`src/rtl/bird_sprite_engine_if.sv`:
```
// rtl/bird_sprite_engine_if.sv - command handshake and pixel output bus for bird_sprite_engine
interface bird_sprite_engine_if;
  logic [2:0] cmd;
  logic [1:0] dir;
  logic       cmd_valid;
  logic       cmd_ready;
  logic [7:0] x_in;
  logic [6:0] y_in;
  logic [7:0] x_out;
  logic [6:0] y_out;
  logic [2:0] colour;
  logic       plot;

  modport master (
    output cmd, dir, cmd_valid, x_in, y_in,
    input  cmd_ready, x_out, y_out, colour, plot
  );

  modport slave (
    input  cmd, dir, cmd_valid, x_in, y_in,
    output cmd_ready, x_out, y_out, colour, plot
  );
endinterface

```
`src/rtl/bird_sprite_engine.sv`:
```
// rtl/bird_sprite_engine.sv - duck-hunt style bird sprite: position update and raster sweep to VGA
// Optional hit detection against the player crosshair is enabled with BIRD_HITBOX_EN.
module bird_sprite_engine #(
  parameter int          SPR_W  = 4,
  parameter int          SPR_H  = 4,
  parameter int          SCR_W  = 160,
  parameter int          SCR_H  = 120,
  parameter int          STEP   = 1,
  parameter logic [2:0]  COLOUR = 3'b111
) (
  input  logic                 clk,
  input  logic                 reset,
  bird_sprite_engine_if.slave  bus,
  input  logic [7:0]           x_player,
  input  logic [6:0]           y_player,
  input  logic                 firing,
  output logic                 done,
  output logic [7:0]           x_pos,
  output logic [6:0]           y_pos,
  output logic                 flying,
  output logic                 shot
);
  typedef enum logic [1:0] {IDLE, SWEEP, UPDATE, DONE} state_t;

  localparam logic [2:0] OP_CLEAR  = 3'd1;
  localparam logic [2:0] OP_DRAW   = 3'd2;
  localparam logic [2:0] OP_MOVE   = 3'd3;
  localparam logic [2:0] OP_FALL   = 3'd4;
  localparam logic [2:0] OP_ESCAPE = 3'd5;
  localparam logic [2:0] OP_LOAD   = 3'd6;

  localparam logic [7:0] X_MAX  = 8'(SCR_W - SPR_W);
  localparam logic [6:0] Y_MAX  = 7'(SCR_H - SPR_H);
  localparam logic [2:0] I_LAST = 3'(SPR_W - 1);
  localparam logic [2:0] J_LAST = 3'(SPR_H - 1);
  localparam logic [7:0] STEP_X = 8'(STEP);
  localparam logic [6:0] STEP_Y = 7'(STEP);

  state_t     state, state_nxt;
  logic [2:0] op_q;
  logic [1:0] dir_q;
  logic [7:0] x_in_q;
  logic [6:0] y_in_q;
  logic [2:0] i_cnt, j_cnt;
  logic [2:0] colour_q;
  logic       accept;
  logic       sweep_last;
  logic       shot_clr;
  logic [7:0] x_inc, x_dec;
  logic [6:0] y_inc, y_dec;

  assign accept     = bus.cmd_valid && bus.cmd_ready;
  assign sweep_last = (i_cnt == I_LAST) && (j_cnt == J_LAST);

  // Saturating steps; positions never exceed their limit, so the subtractions cannot underflow.
  assign x_inc = ((X_MAX - x_pos) >= STEP_X) ? x_pos + STEP_X : X_MAX;
  assign x_dec = (x_pos >= STEP_X) ? x_pos - STEP_X : 8'd0;
  assign y_inc = ((Y_MAX - y_pos) >= STEP_Y) ? y_pos + STEP_Y : Y_MAX;
  assign y_dec = (y_pos >= STEP_Y) ? y_pos - STEP_Y : 7'd0;

  assign shot_clr = (state == UPDATE) &&
                    ((op_q == OP_LOAD) || ((op_q == OP_FALL) && (y_pos >= Y_MAX)));

  always_ff @(posedge clk) begin
    if (reset) state <= IDLE;
    else       state <= state_nxt;
  end

  always_comb begin
    state_nxt = state;
    case (state)
      IDLE: begin
        if (accept) begin
          case (bus.cmd)
            OP_CLEAR, OP_DRAW:                    state_nxt = SWEEP;
            OP_MOVE, OP_FALL, OP_ESCAPE, OP_LOAD: state_nxt = UPDATE;
            default:                              state_nxt = IDLE;
          endcase
        end
      end
      SWEEP:   if (sweep_last) state_nxt = DONE;
      UPDATE:  state_nxt = DONE;
      DONE:    state_nxt = IDLE;
      default: state_nxt = IDLE;
    endcase
  end

  always_comb begin
    bus.cmd_ready = (state == IDLE) && !reset;
    bus.plot      = (state == SWEEP);
    bus.x_out     = x_pos + {5'd0, i_cnt};
    bus.y_out     = y_pos + {4'd0, j_cnt};
    bus.colour    = colour_q;
    done          = (state == DONE);
  end

  always_ff @(posedge clk) begin
    if (reset) begin
      op_q     <= 3'd0;
      dir_q    <= 2'd0;
      x_in_q   <= 8'd0;
      y_in_q   <= 7'd0;
      i_cnt    <= 3'd0;
      j_cnt    <= 3'd0;
      colour_q <= 3'd0;
      x_pos    <= 8'd0;
      y_pos    <= 7'd0;
      flying   <= 1'b0;
    end else begin
      if (accept) begin
        op_q   <= bus.cmd;
        dir_q  <= bus.dir;
        x_in_q <= bus.x_in;
        y_in_q <= bus.y_in;
        if (bus.cmd == OP_CLEAR)     colour_q <= 3'b000;
        else if (bus.cmd == OP_DRAW) colour_q <= COLOUR;
      end

      if (state == SWEEP) begin
        if (i_cnt == I_LAST) begin
          i_cnt <= 3'd0;
          j_cnt <= sweep_last ? 3'd0 : j_cnt + 3'd1;
        end else begin
          i_cnt <= i_cnt + 3'd1;
        end
      end

      if (state == UPDATE) begin
        case (op_q)
          OP_MOVE: begin
            x_pos <= dir_q[1] ? x_dec : x_inc;
            y_pos <= dir_q[0] ? y_dec : y_inc;
          end
          OP_FALL: begin
            if (y_pos < Y_MAX) begin
              y_pos  <= y_inc;
              flying <= 1'b1;
            end else begin
              flying <= 1'b0;
            end
          end
          OP_ESCAPE: begin
            if (y_pos > 7'd0) begin
              y_pos  <= y_dec;
              flying <= 1'b1;
            end else begin
              flying <= 1'b0;
            end
          end
          OP_LOAD: begin
            x_pos  <= (x_in_q > X_MAX) ? X_MAX : x_in_q;
            y_pos  <= (y_in_q > Y_MAX) ? Y_MAX : y_in_q;
            flying <= 1'b0;
          end
          default: ;
        endcase
      end
    end
  end

`ifdef BIRD_HITBOX_EN
  logic hit;

  // Widened compares so a sprite at the right/bottom edge cannot wrap its far bound.
  assign hit = (state == SWEEP) && (op_q == OP_DRAW) && firing &&
               (x_player >= x_pos) && ({1'b0, x_player} <= ({1'b0, x_pos} + 9'(SPR_W - 1))) &&
               (y_player >= y_pos) && ({1'b0, y_player} <= ({1'b0, y_pos} + 8'(SPR_H - 1)));

  always_ff @(posedge clk) begin
    if (reset)         shot <= 1'b0;
    else if (shot_clr) shot <= 1'b0;
    else if (hit)      shot <= 1'b1;
  end
`else
  logic unused_hitbox;
  assign unused_hitbox = ^{x_player, y_player, firing, shot_clr};
  assign shot = 1'b0;
`endif
endmodule
```
`src/flat_wrapper.sv`:
```
// flat-port wrapper written by rule: the top's interface ports become plain ports
module bird_sprite_engine_flat 
#(
  parameter int          SPR_W  = 4,
  parameter int          SPR_H  = 4,
  parameter int          SCR_W  = 160,
  parameter int          SCR_H  = 120,
  parameter int          STEP   = 1,
  parameter logic [2:0]  COLOUR = 3'b111
)
  (clk, reset, x_player, y_player, firing, done, x_pos, y_pos, flying, shot, bus_cmd, bus_dir, bus_cmd_valid, bus_x_in, bus_y_in, bus_cmd_ready, bus_x_out, bus_y_out, bus_colour, bus_plot);
  bird_sprite_engine_if bus_i ();
  input  logic clk;
  input  logic reset;
  input  logic [7:0] x_player;
  input  logic [6:0] y_player;
  input  logic firing;
  output logic done;
  output logic [7:0] x_pos;
  output logic [6:0] y_pos;
  output logic flying;
  output logic shot;
  input wire logic [$bits(bus_i.cmd)-1:0] bus_cmd;
  input wire logic [$bits(bus_i.dir)-1:0] bus_dir;
  input wire logic [$bits(bus_i.cmd_valid)-1:0] bus_cmd_valid;
  input wire logic [$bits(bus_i.x_in)-1:0] bus_x_in;
  input wire logic [$bits(bus_i.y_in)-1:0] bus_y_in;
  output wire logic [$bits(bus_i.cmd_ready)-1:0] bus_cmd_ready;
  output wire logic [$bits(bus_i.x_out)-1:0] bus_x_out;
  output wire logic [$bits(bus_i.y_out)-1:0] bus_y_out;
  output wire logic [$bits(bus_i.colour)-1:0] bus_colour;
  output wire logic [$bits(bus_i.plot)-1:0] bus_plot;
  assign bus_i.cmd = bus_cmd;
  assign bus_i.dir = bus_dir;
  assign bus_i.cmd_valid = bus_cmd_valid;
  assign bus_i.x_in = bus_x_in;
  assign bus_i.y_in = bus_y_in;
  assign bus_cmd_ready = bus_i.cmd_ready;
  assign bus_x_out = bus_i.x_out;
  assign bus_y_out = bus_i.y_out;
  assign bus_colour = bus_i.colour;
  assign bus_plot = bus_i.plot;
  bird_sprite_engine #(.SPR_W(SPR_W), .SPR_H(SPR_H), .SCR_W(SCR_W), .SCR_H(SCR_H), .STEP(STEP), .COLOUR(COLOUR)) u_core (.clk(clk), .reset(reset), .bus(bus_i), .x_player(x_player), .y_player(y_player), .firing(firing), .done(done), .x_pos(x_pos), .y_pos(y_pos), .flying(flying), .shot(shot));
endmodule
```
`config.mk`:
```
export PLATFORM = sky130hd
export DESIGN_NAME = bird_sprite_engine_flat
export DESIGN_NICKNAME = d
export VERILOG_FILES = /design/src/rtl/bird_sprite_engine_if.sv /design/src/rtl/bird_sprite_engine.sv /design/src/flat_wrapper.sv
export SDC_FILE = /design/constraint.sdc
export NUM_CORES = 1
export LEC_CHECK = 0
export BUFFER_PORTS_ARGS = -buffer_cell sky130_fd_sc_hd__buf_2
export CAP_MARGIN = 20
export CORE_UTILIZATION = 52
export DETAILED_ROUTE_END_ITERATION = 16
export PLACE_DENSITY = 0.87
export RECOVER_POWER = 100
export SLEW_MARGIN = 20
export SYNTH_ARGS = -nofsm -noshare
export SYNTH_HDL_FRONTEND = slang
export SYNTH_SLANG_ARGS = --single-unit
```
`constraint.sdc`:
```
create_clock -name clk -period 3.19 [get_ports clk]
set_input_delay 0.1595 -clock clk [delete_from_list [all_inputs] [get_ports clk]]
set_output_delay 0.1595 -clock clk [all_outputs]
set_load 0.01 [all_outputs]
```
After elaboration in Yosys (flattened, before gate mapping)
Cells that the tools add are included.
- output and inout bits: 38
- logic and storage cells: 88
- register bits after elaboration: 47
- add/subtract/negate cells: 10
- reduce and logical (&&, ||, !) cells: 17
- equality and inequality tests: 19
- order comparisons: 8
- muxes and demuxes: 23
- operators by type and width (cell ; number):
    two-way mux 7 bit ; 6
    two-way mux 8 bit ; 4
    one-hot mux 7 bit (4 select lines) ; 1
    equality test 3 bit (second input constant) ; 6
    greater-or-equal comparator 8 x 1 -> 1 bit (second input constant) ; 2
    one-hot mux 8 bit (2 select lines) ; 1
    equality test 3 x 2 -> 1 bit (second input constant) ; 5
    greater-or-equal comparator 7 x 1 -> 1 bit (second input constant) ; 2
    two-way mux 3 bit ; 4
    AND reduction 2 bit ; 5
    adder 8 x 1 -> 8 bit (second input constant) ; 1
    adder 8 x 3 -> 8 bit ; 1
    > comparator 8 bit (second input constant) ; 1
    one-hot mux 2 bit (4 select lines) ; 1
    subtractor 8 x 1 -> 8 bit (second input constant) ; 1
    subtractor 8 bit (first input constant) ; 1
    adder 7 x 1 -> 7 bit (second input constant) ; 1
    adder 7 x 3 -> 7 bit ; 1
    > comparator 7 x 1 -> 1 bit (second input constant) ; 1
    > comparator 7 bit (second input constant) ; 1
    less-than comparator 7 bit (second input constant) ; 1
    subtractor 7 x 1 -> 7 bit (second input constant) ; 1
    subtractor 7 bit (first input constant) ; 1
    adder 3 x 1 -> 3 bit (second input constant) ; 2
    other kinds (18) ; 26

Logic depth before layout (Yosys ltp)
Gate-level depths: netlist of run 1.
- depth in word-level cells: 5
- gate-level depth with buffers: 9
- gate-level depth less buffers: 7

Worst setup path after synthesis of run 1
OpenSTA, ideal clock, no wires.
- path kind: register to register
- from: register u_core.y_pos[0]
- to: register u_core.y_pos[4]
- buffers on the path: 1
- setup slack: 0.823 ns
- cell stages (with the launch flop): 9
- data arrival time: 2.279 ns
- setup time: 0.088 ns
- data required time: 3.102 ns
- cell sequence: dfxtp_1 > buf_2 > inv_1 > ha_1 > or4b_2 > nor4_2 > or2_2 > o22ai_1 > a311oi_2
- word-level cells in the longest chain between the ends: 5
- elaborated cells between the ends (all ways): 16
- classes of those cells: add/sub (3); order compare (4); eq/ne (2); mux (6); reduce/logical (1)
- ends and longest elaborated chain (element ; line ; text):
    start: declaration ; bird_sprite_engine.sv:19 ; output logic [6:0] y_pos,
    start signal: assignment ; bird_sprite_engine.sv:132 ; y_pos <= dir_q[0] ? y_dec : y_inc;
    start signal: assignment ; bird_sprite_engine.sv:136 ; y_pos <= y_inc;
    start signal: assignment ; bird_sprite_engine.sv:144 ; y_pos <= y_dec;
    subtractor 7 bit ; bird_sprite_engine.sv:58 ; assign y_inc = ((Y_MAX - y_pos) >= STEP_Y) ? y_pos + STEP_Y : Y_MAX;
    greater-or-equal comparator 7 x 1 -> 1 bit ; bird_sprite_engine.sv:58 ;
    two-way mux 7 bit ; bird_sprite_engine.sv:58 ;
    two-way mux 7 bit (on tied branches) ; bird_sprite_engine.sv:135, bird_sprite_engine.sv:132 ;
    one-hot mux 7 bit (4 select lines) ; bird_sprite_engine.sv:129 ; case (op_q)
Several ways; a longest one is shown, not always the timed one. The select of a mux whose other input is x is not followed.
A chain may end at the register's enable or synchronous reset.

Worst setup path in the final report of run 1
Same ends and word-level chain as after synthesis.

==> impl_results.md, run 1 <==
- Ys flop type: dfxtp_1
- Final Hold Fails: 0
- Via count: ~3500
- Total track usage: 25.6%
- Root buf cell: clkbuf_8
- Max Cap Viol: 0
- Mux cell area share after synthesis: under 10%
- #FFs+latches synth: 45
- DR iter-0 viols: between 400 and 500
- Comb power frac: a little over a third
- Post-synth ARST share: 0%
- Compound-Gate Fraction of Synth Area: a little over a fifth
- Most frequent cell after synthesis: nand2_1
- Worst-skew pair later-pin latency: a little over 0.3 ns
- Yosys top cell by area: dfxtp_1
- ANT nets after route: 0
- Ratio of cells with drive above 1 in the final layout: 9.43%
- Number of flops mapped to enable cells by yosys: 0
- Placed cell count: about 560
- Worst Tran Pin Value: around 1.1 ns
- Mapped Nets: 514
- Die Wd: approximately 83 um
- Synth Area in Adders: under 10%
- Yosys top cell area share: 26.2%
- Post-CTS sizing: 0
- Crit Path Max Fanout: 16
- Crit share post-route: 85.5%
- Nets: 549
- TritonCTS Buffers: 5
- Sw power: roughly 0.0007 W
- Slew Limit Fails: 0
- Rel. slew slack: 28.6%
- Worst min-delay path category: input port to flip-flop
- Vias in the first global route: 3112
- Hold buffers post-CTS: 0
- Fin cells: between 500 and 600
- Post-Syn Area: roughly 3400 um2
- Top cells by area, synth: dfxtp_1 26%, ha_1 7.6%, nand2_1 6.8%, nand3_1 4.6%, xnor2_1 4.6%
- Initial antenna violation count: 0
- Switching share of total power: a little over 40%
- Die Ht: approximately 83 um
- Detailed placement HPWL: around 6.3 mm
- Setup violators final: 0
- Synth Instances: between 400 and 500
- Layout area overhead: 8.43%
- Core area: approximately 6400 um2
- PwrDens: roughly 480 nW/um2
- Largest family of logic cells by synthesized area: simple AND/OR/NAND/NOR gates
- Die Area: approximately 7000 um2
- CTS Sinks: 45
- Sequential fraction of the synthesis area: between 20% and 30%
- Fmax: 0.367 GHz
- Worst setup EP type: flip-flop
- Seq pwr share: a little over two fifths
- Status: completed
- TritonCTS clock tree: done
- H-tree depth: 2
- Post-Synth XOR/XNOR Area: under 10%
- Clk pwr share: about a fifth
- Drt pass-1 iters: 5
- Total gr overflow: 0
- Setup TNS: 0 ns
- VDD IR max: between 300 and 400 uV
- Syn Area/Cell: roughly 7.6 um2
- Power Internal: roughly 0.0011 W
- Diodes inserted: 0
- First-pass GRT wire length: ~15 mm
- Clk pin slew, worst setup/hold paths: roughly 0.090 ns
- Post-synthesis simple-gate area fraction: around 29%
- Total I/O pin count: 77
- Starting Density: between 50 and 60%
- RSZ-0062 raised after global routing: false
- Fillers: a little over 600
- RD Place Congestion: 0.906
- CTS Buffer Depth: 2
- Core Rows: 29
- Crit start category: flip-flop
- Clk_skew: 0.00878 ns
- Post CTS Setup Buffer Count: 0
- Crit path DAT: between 2 and 3 ns
- Worst EP required: 3.41 ns
- DRC: 0
- Kind of critical path: flip-flop to flip-flop
- Yosys warns: 0
- Vias per cell: about 6.1
- Mean routed wirelength per cell: about 16 um
- # port buffers: 59
- Synth cell count leaders: 62 x nand2_1, 45 x dfxtp_1, 39 x nor2_1
- Leak Pwr: 1.49 nW
- Final wirelength: around 8.8 mm
- Largest net degree at the start of global routing: 30
- Final Critical Period: 2.73 ns
- Netlist cell types: between 70 and 80
power by group through the flow:
stage	combinational [W]	sequential (W)	clock (W)
2_1_floorplan	0.000530	0.000716	0
3_3_place_gp	0.000612	0.000776	0
3_5_place_dp	0.000637	0.000781	0
4_1_cts	0.000643	0.000768	0.000365
5_1_grt	0.000711	0.000786	0.000399
6_report	0.000638	0.000774	0.000364
per-stage QoR:
stage          hold WS, ns  area (um2)  power, W  setup slack, ns  util [%]
4_1_cts             0.0261        3800   0.00178            0.579      59.4
6_report            0.0279        3730   0.00178            0.463      58.5
2_1_floorplan        0.258        3440   0.00125            0.823         -
3_5_place_dp         0.344        3710   0.00142            0.606      58.0
3_3_place_gp         0.342        3710   0.00139            0.658      58.0
5_1_grt             0.0308        3730   0.00190            0.157      58.5
metal layers:
layer	part of all wire [%]	vias to the layer above	global-route usage (%)
met5	0	-	0
met4	1.7	0	9.25
li1	-	1681	-
met3	6.8	19	3.38
met2	45	143	39.9
met1	46	1609	36.0
critical path, cell delays in order, from the launching register on:
cell      delay, ns
dfxtp_1        0.67
inv_1          0.14
ha_1           0.30
or4b_2         0.62
nor4_1         0.34
or2_2          0.22
o22ai_1        0.10
a311oi_2       0.26
cells by family (layout without fill, tap and decap cells):
kind of cell	count (synthesis)	in the layout
compound gates	101	101
buf+inv	52	88
mux	7	7
flops	45	45
simple gates	197	197
fa+ha+maj	23	23
xor+xnor	26	26
other cells	1	1
final cells by class:
cell class              count  area [um2]  share of cell area [%]
clock buffers               5        68.8                    1.84
repair buffers             62         263                    7.04
well taps                  77        96.3                    2.58
multi-input cells         355        2320                    62.0
clock inverters             3        21.3                   0.570
flip-flops and latches     45         901                    24.1
inverters                  18        67.6                    1.81
path summary, 6_finish.rpt:
check                           startpoint                             to  slack, ns  cells past startpoint
max           u_core.y_pos[0]$_SDFFE_PP0P_   u_core.y_pos[4]$_SDFFE_PP0P_       0.46                      7
min                            bus_x_in[3]  u_core.x_in_q[3]$_SDFFE_PP0P_       0.03                      3
max reg2reg   u_core.y_pos[0]$_SDFFE_PP0P_   u_core.y_pos[4]$_SDFFE_PP0P_       0.46                      7
min reg2reg  u_core.y_in_q[1]$_SDFFE_PP0P_  u_core.y_in_q[1]$_SDFFE_PP0P_       0.46                      2
placed cells by master, fill, tap and decap left out, types with 6 or more instances in the layout:
cell type | netlist | layout
a211oi_1 | 6 | 6
a21oi_1 | 22 | 22
buf_2 | 5 | 24
clkbuf_1 | 21 | 38
dfxtp_1 | 45 | 45
ha_1 | 21 | 21
inv_1 | 18 | 18
nand2_1 | 62 | 62
nand2b_1 | 9 | 9
nand3_1 | 32 | 32
nor2_1 | 39 | 39
nor2b_1 | 10 | 10
nor3_1 | 8 | 8
o21ai_0 | 15 | 17
xnor2_1 | 18 | 18
xor2_1 | 8 | 8
flip-flops by register name, indices dropped and copies added, names as in the netlist, 2 cells and up:
signal,cells
u_core.j_cnt,3
u_core.op_q,3
u_core.y_in_q,7
u_core.dir_q,2
u_core.y_pos,7
u_core.state,2
u_core.i_cnt,3
u_core.x_pos,8
u_core.x_in_q,8
(Power assumes the default switching activity.)
==> inputs of run 2 (changes only) <==
Settings changed: PLACE_DENSITY 0.87 to 0.83, SETUP_SLACK_MARGIN set to 0.4.
==> run 2 against run 1 <==
  * Via count fell by 1.7%
  * Clock power barely moved
  * Critical path depth did not move
  * Utilization rose by 0.098 points
  * First-iteration DRC count fell by 17%
  * Cell area rose by 0.17%
  * Register-to-register slack improved by 0.03 ns
  * Fmax rose by 1.2%
  * Die area did not move
  * Wire length fell by 1.4%
  * Global-route usage fell by 0.96 points
  * Largest cell class unchanged
  * Highest routed layer unchanged
==> impl_results.md, run 2 (synthesized netlist as in run 1, its figures left out) <==
- Status: completed (unchanged)
- Pre-CTS WS: 0.581 ns (was 0.606 ns)
- Starting Density: 53.9% (unchanged)
- RD Place Congestion: 0.915 (was 0.906)
- Cells along the critical path: inv_1 > ha_1 > or4b_2 > nor4_2 > a211oi_1 > o31ai_1 > a31oi_1 (was inv_1 > ha_1 > or4b_2 > nor4_1 > or2_2 > o22ai_1 > a311oi_2)
- Highest-count cells in the layout ignoring fill and taps: 62 x nand2_1, 45 x dfxtp_1, 39 x nor2_1 (unchanged)
- Setup violators final: 0 (unchanged)
- Slowest stage delay, CP: 0.71 ns (was 0.67 ns)
- Rel. slew slack: 26.7% (was 28.6%)
- Commonest non-fill, non-tap cell in the layout: nand2_1 (unchanged)
- Crit share post-route: 84.5% (was 85.5%)
- TritonCTS clock tree: done (unchanged)
- TritonCTS Buffers: 5 (unchanged)
- Total track usage: 24.6% (was 25.6%)
- Max Cap Viol: 0 (unchanged)
- Final wirelength: 8.67 mm (was 8.79 mm)
- PwrDens: 473 nW/um2 (was 475 nW/um2)
- DRC: 0 (unchanged)
- DR iter-0 viols: 333 (was 403)
- First-pass GRT wire length: 14.1 mm (was 14.7 mm)
- Core area: 6390 um2 (unchanged)
- RSZ-0062 raised after global routing: false (unchanged)
- Post CTS Setup Buffer Count: 0 (unchanged)
- Final core occ: 58.6% (was 58.5%)
- Worst EP required: 3.37 ns (was 3.41 ns)
- Via count: 3394 (was 3452)
- CP top delay family: simple AND/OR/NAND/NOR gates (unchanged)
- Worst Tran Pin Value: 1.10 ns (was 1.07 ns)
- CTS Buffer Depth: 2 (unchanged)
- CP max-delay cell: dfxtp_1 (unchanged)
- Crit path DAT: 2.88 ns (was 2.95 ns)
- Core Rows: 29 (unchanged)
- CP endpoint: u_core.y_pos[0]$_SDFFE_PP0P_ (was u_core.y_pos[4]$_SDFFE_PP0P_)
- Vias in the first global route: 3085 (was 3112)
- # port buffers: 59 (unchanged)
- Die Wd: 83.4 um (unchanged)
- Fmax: 0.371 GHz (was 0.367 GHz)
- Total gr overflow: 0 (unchanged)
- CTS Sinks: 45 (unchanged)
- Final Critical Period: 2.70 ns (was 2.73 ns)
- Setup TNS: 0 ns (unchanged)
- Die Area: 6950 um2 (unchanged)
- Flop2flop setup slack: 0.49 ns (was 0.46 ns)
- Post-CTS sizing: 0 (unchanged)
- Root buf cell: clkbuf_8 (unchanged)
- Leak Pwr: 1.49 nW (about the same)
- Clk_skew: 0.00805 ns (was 0.00878 ns)
- Worst R2R Start: u_core.y_pos[0]$_SDFFE_PP0P_ (unchanged)
- Crit start category: flip-flop (unchanged)
- Worst-skew pair later-pin latency: 0.30 ns (was 0.31 ns)
- VDD IR max: 439 uV (was 393 uV)
- Slew Limit Fails: 0 (unchanged)
- Worst min-delay path category: input port to flip-flop (unchanged)
- Largest net degree at the start of global routing: 30 (unchanged)
- Final Worst Setup Slack: 0.495 ns (was 0.463 ns)
- Layout area overhead: 8.61% (was 8.43%)
- Kind of critical path: flip-flop to flip-flop (unchanged)
- Diodes inserted: 0 (unchanged)
- Initial antenna violation count: 0 (unchanged)
- Vias per cell: 6.02 (was 6.11)
- Mean routed wirelength per cell: 15.4 um (was 15.6 um)
- Drt pass-1 iters: 5 (unchanged)
- Final Hold Fails: 0 (unchanged)
- Hold buffers post-CTS: 0 (unchanged)
- Ratio of cells with drive above 1 in the final layout: 9.45% (was 9.43%)
- Detailed placement HPWL: 6.11 mm (was 6.26 mm)
- H-tree depth: 2 (unchanged)
- Cells on worst reg2reg path: 7 (unchanged)
- Die Ht: 83.4 um (unchanged)
- CP Buf/Inv Count: 1 (unchanged)
- Critical path origin: u_core.y_pos[0]$_SDFFE_PP0P_ (unchanged)
- Nets: 549 (unchanged)
- Clk pin slew, worst setup/hold paths: 0.08 ns (was 0.09 ns)
- Reg-to-Reg End: u_core.y_pos[0]$_SDFFE_PP0P_ (was u_core.y_pos[4]$_SDFFE_PP0P_)
- Crit Path Max Fanout: 16 (unchanged)
- Total I/O pin count: 77 (unchanged)
- Critical Path Stages: 7 (unchanged)
- Worst setup EP type: flip-flop (unchanged)
- Regs by FF count: u_core.x_in_q x8, u_core.x_pos x8 (unchanged)
- ANT nets after route: 0 (unchanged)
run 2: changes by cell type in the layout (fill, tap and decap cells not counted):
cell	before	now
nor4_2	0	1
clkbuf_8	5	6
nor4_1	3	2
inv_6	1	0
clkinv_2	1	0
run 2: per-stage QoR:
step | hold slack, ns | power (W) | std cells | area, um2
3_5_place_dp | 0.344 | 0.00142 | 557 | 3710
4_1_cts | 0.0292 | 0.00178 | 564 | 3800
2_1_floorplan | 0.258 | 0.00125 | 452 | 3440
3_3_place_gp | 0.348 | 0.00139 | 557 | 3710
6_report | 0.0339 | 0.00177 | 564 | 3740
5_1_grt | 0.0359 | 0.00189 | 564 | 3740
run 2: worst min-delay path by stage:
stage           startpoint                             to  slack [ns]  cells after the start
2_1_floorplan   bus_dir[0]   u_core.dir_q[0]$_SDFFE_PP0P_        0.26                      2
3_3_place_gp   bus_x_in[2]  u_core.x_in_q[2]$_SDFFE_PP0P_        0.35                      3
3_5_place_dp   bus_x_in[6]  u_core.x_in_q[6]$_SDFFE_PP0P_        0.34                      3
4_1_cts        bus_y_in[3]  u_core.y_in_q[3]$_SDFFE_PP0P_        0.03                      3
5_1_grt        bus_x_in[2]  u_core.x_in_q[2]$_SDFFE_PP0P_        0.04                      3
6_report       bus_y_in[3]  u_core.y_in_q[3]$_SDFFE_PP0P_        0.03                      3
run 2: final cells by class:
type / count / area (um2)
repair buffers: 62 / 263
well taps: 77 / 96.3
clock inverters: 1 / 7.51
clock buffers: 6 / 82.6
multi-input cells: 355 / 2320
fillers: 616 / 2650
inverters: 18 / 67.6
flip-flops and latches: 45 / 901
run 2: worst register-to-register path: cells and delay by family, from the launching register on:
| kind | cells | cell delay, ns |
|---|---|---|
| and+or+nand+nor | 2 | 0.91 |
| DFF | 1 | 0.71 |
| AOI/OAI and AO/OA | 3 | 0.52 |
| adders and majority gates | 1 | 0.29 |
| buffers and inverters | 1 | 0.14 |
run 2: report_power, final:
| group | internal [W] | switching [W] |
|---|---|---|
| clock network | 0.000171 | 0.000190 |
| logic | 0.000264 | 0.000370 |
| registers | 0.000640 | 0.000134 |
run 2: per-layer routing:
layer | wire (um) | track usage, % | vias to the layer above
li1 | - | - | 1677
met2 | 3900 | 39.7 | 137
met1 | 4160 | 33.8 | 1568
met4 | 102 | 7.68 | 0
met3 | 508 | 3.68 | 12
met5 | 0 | 0 | -
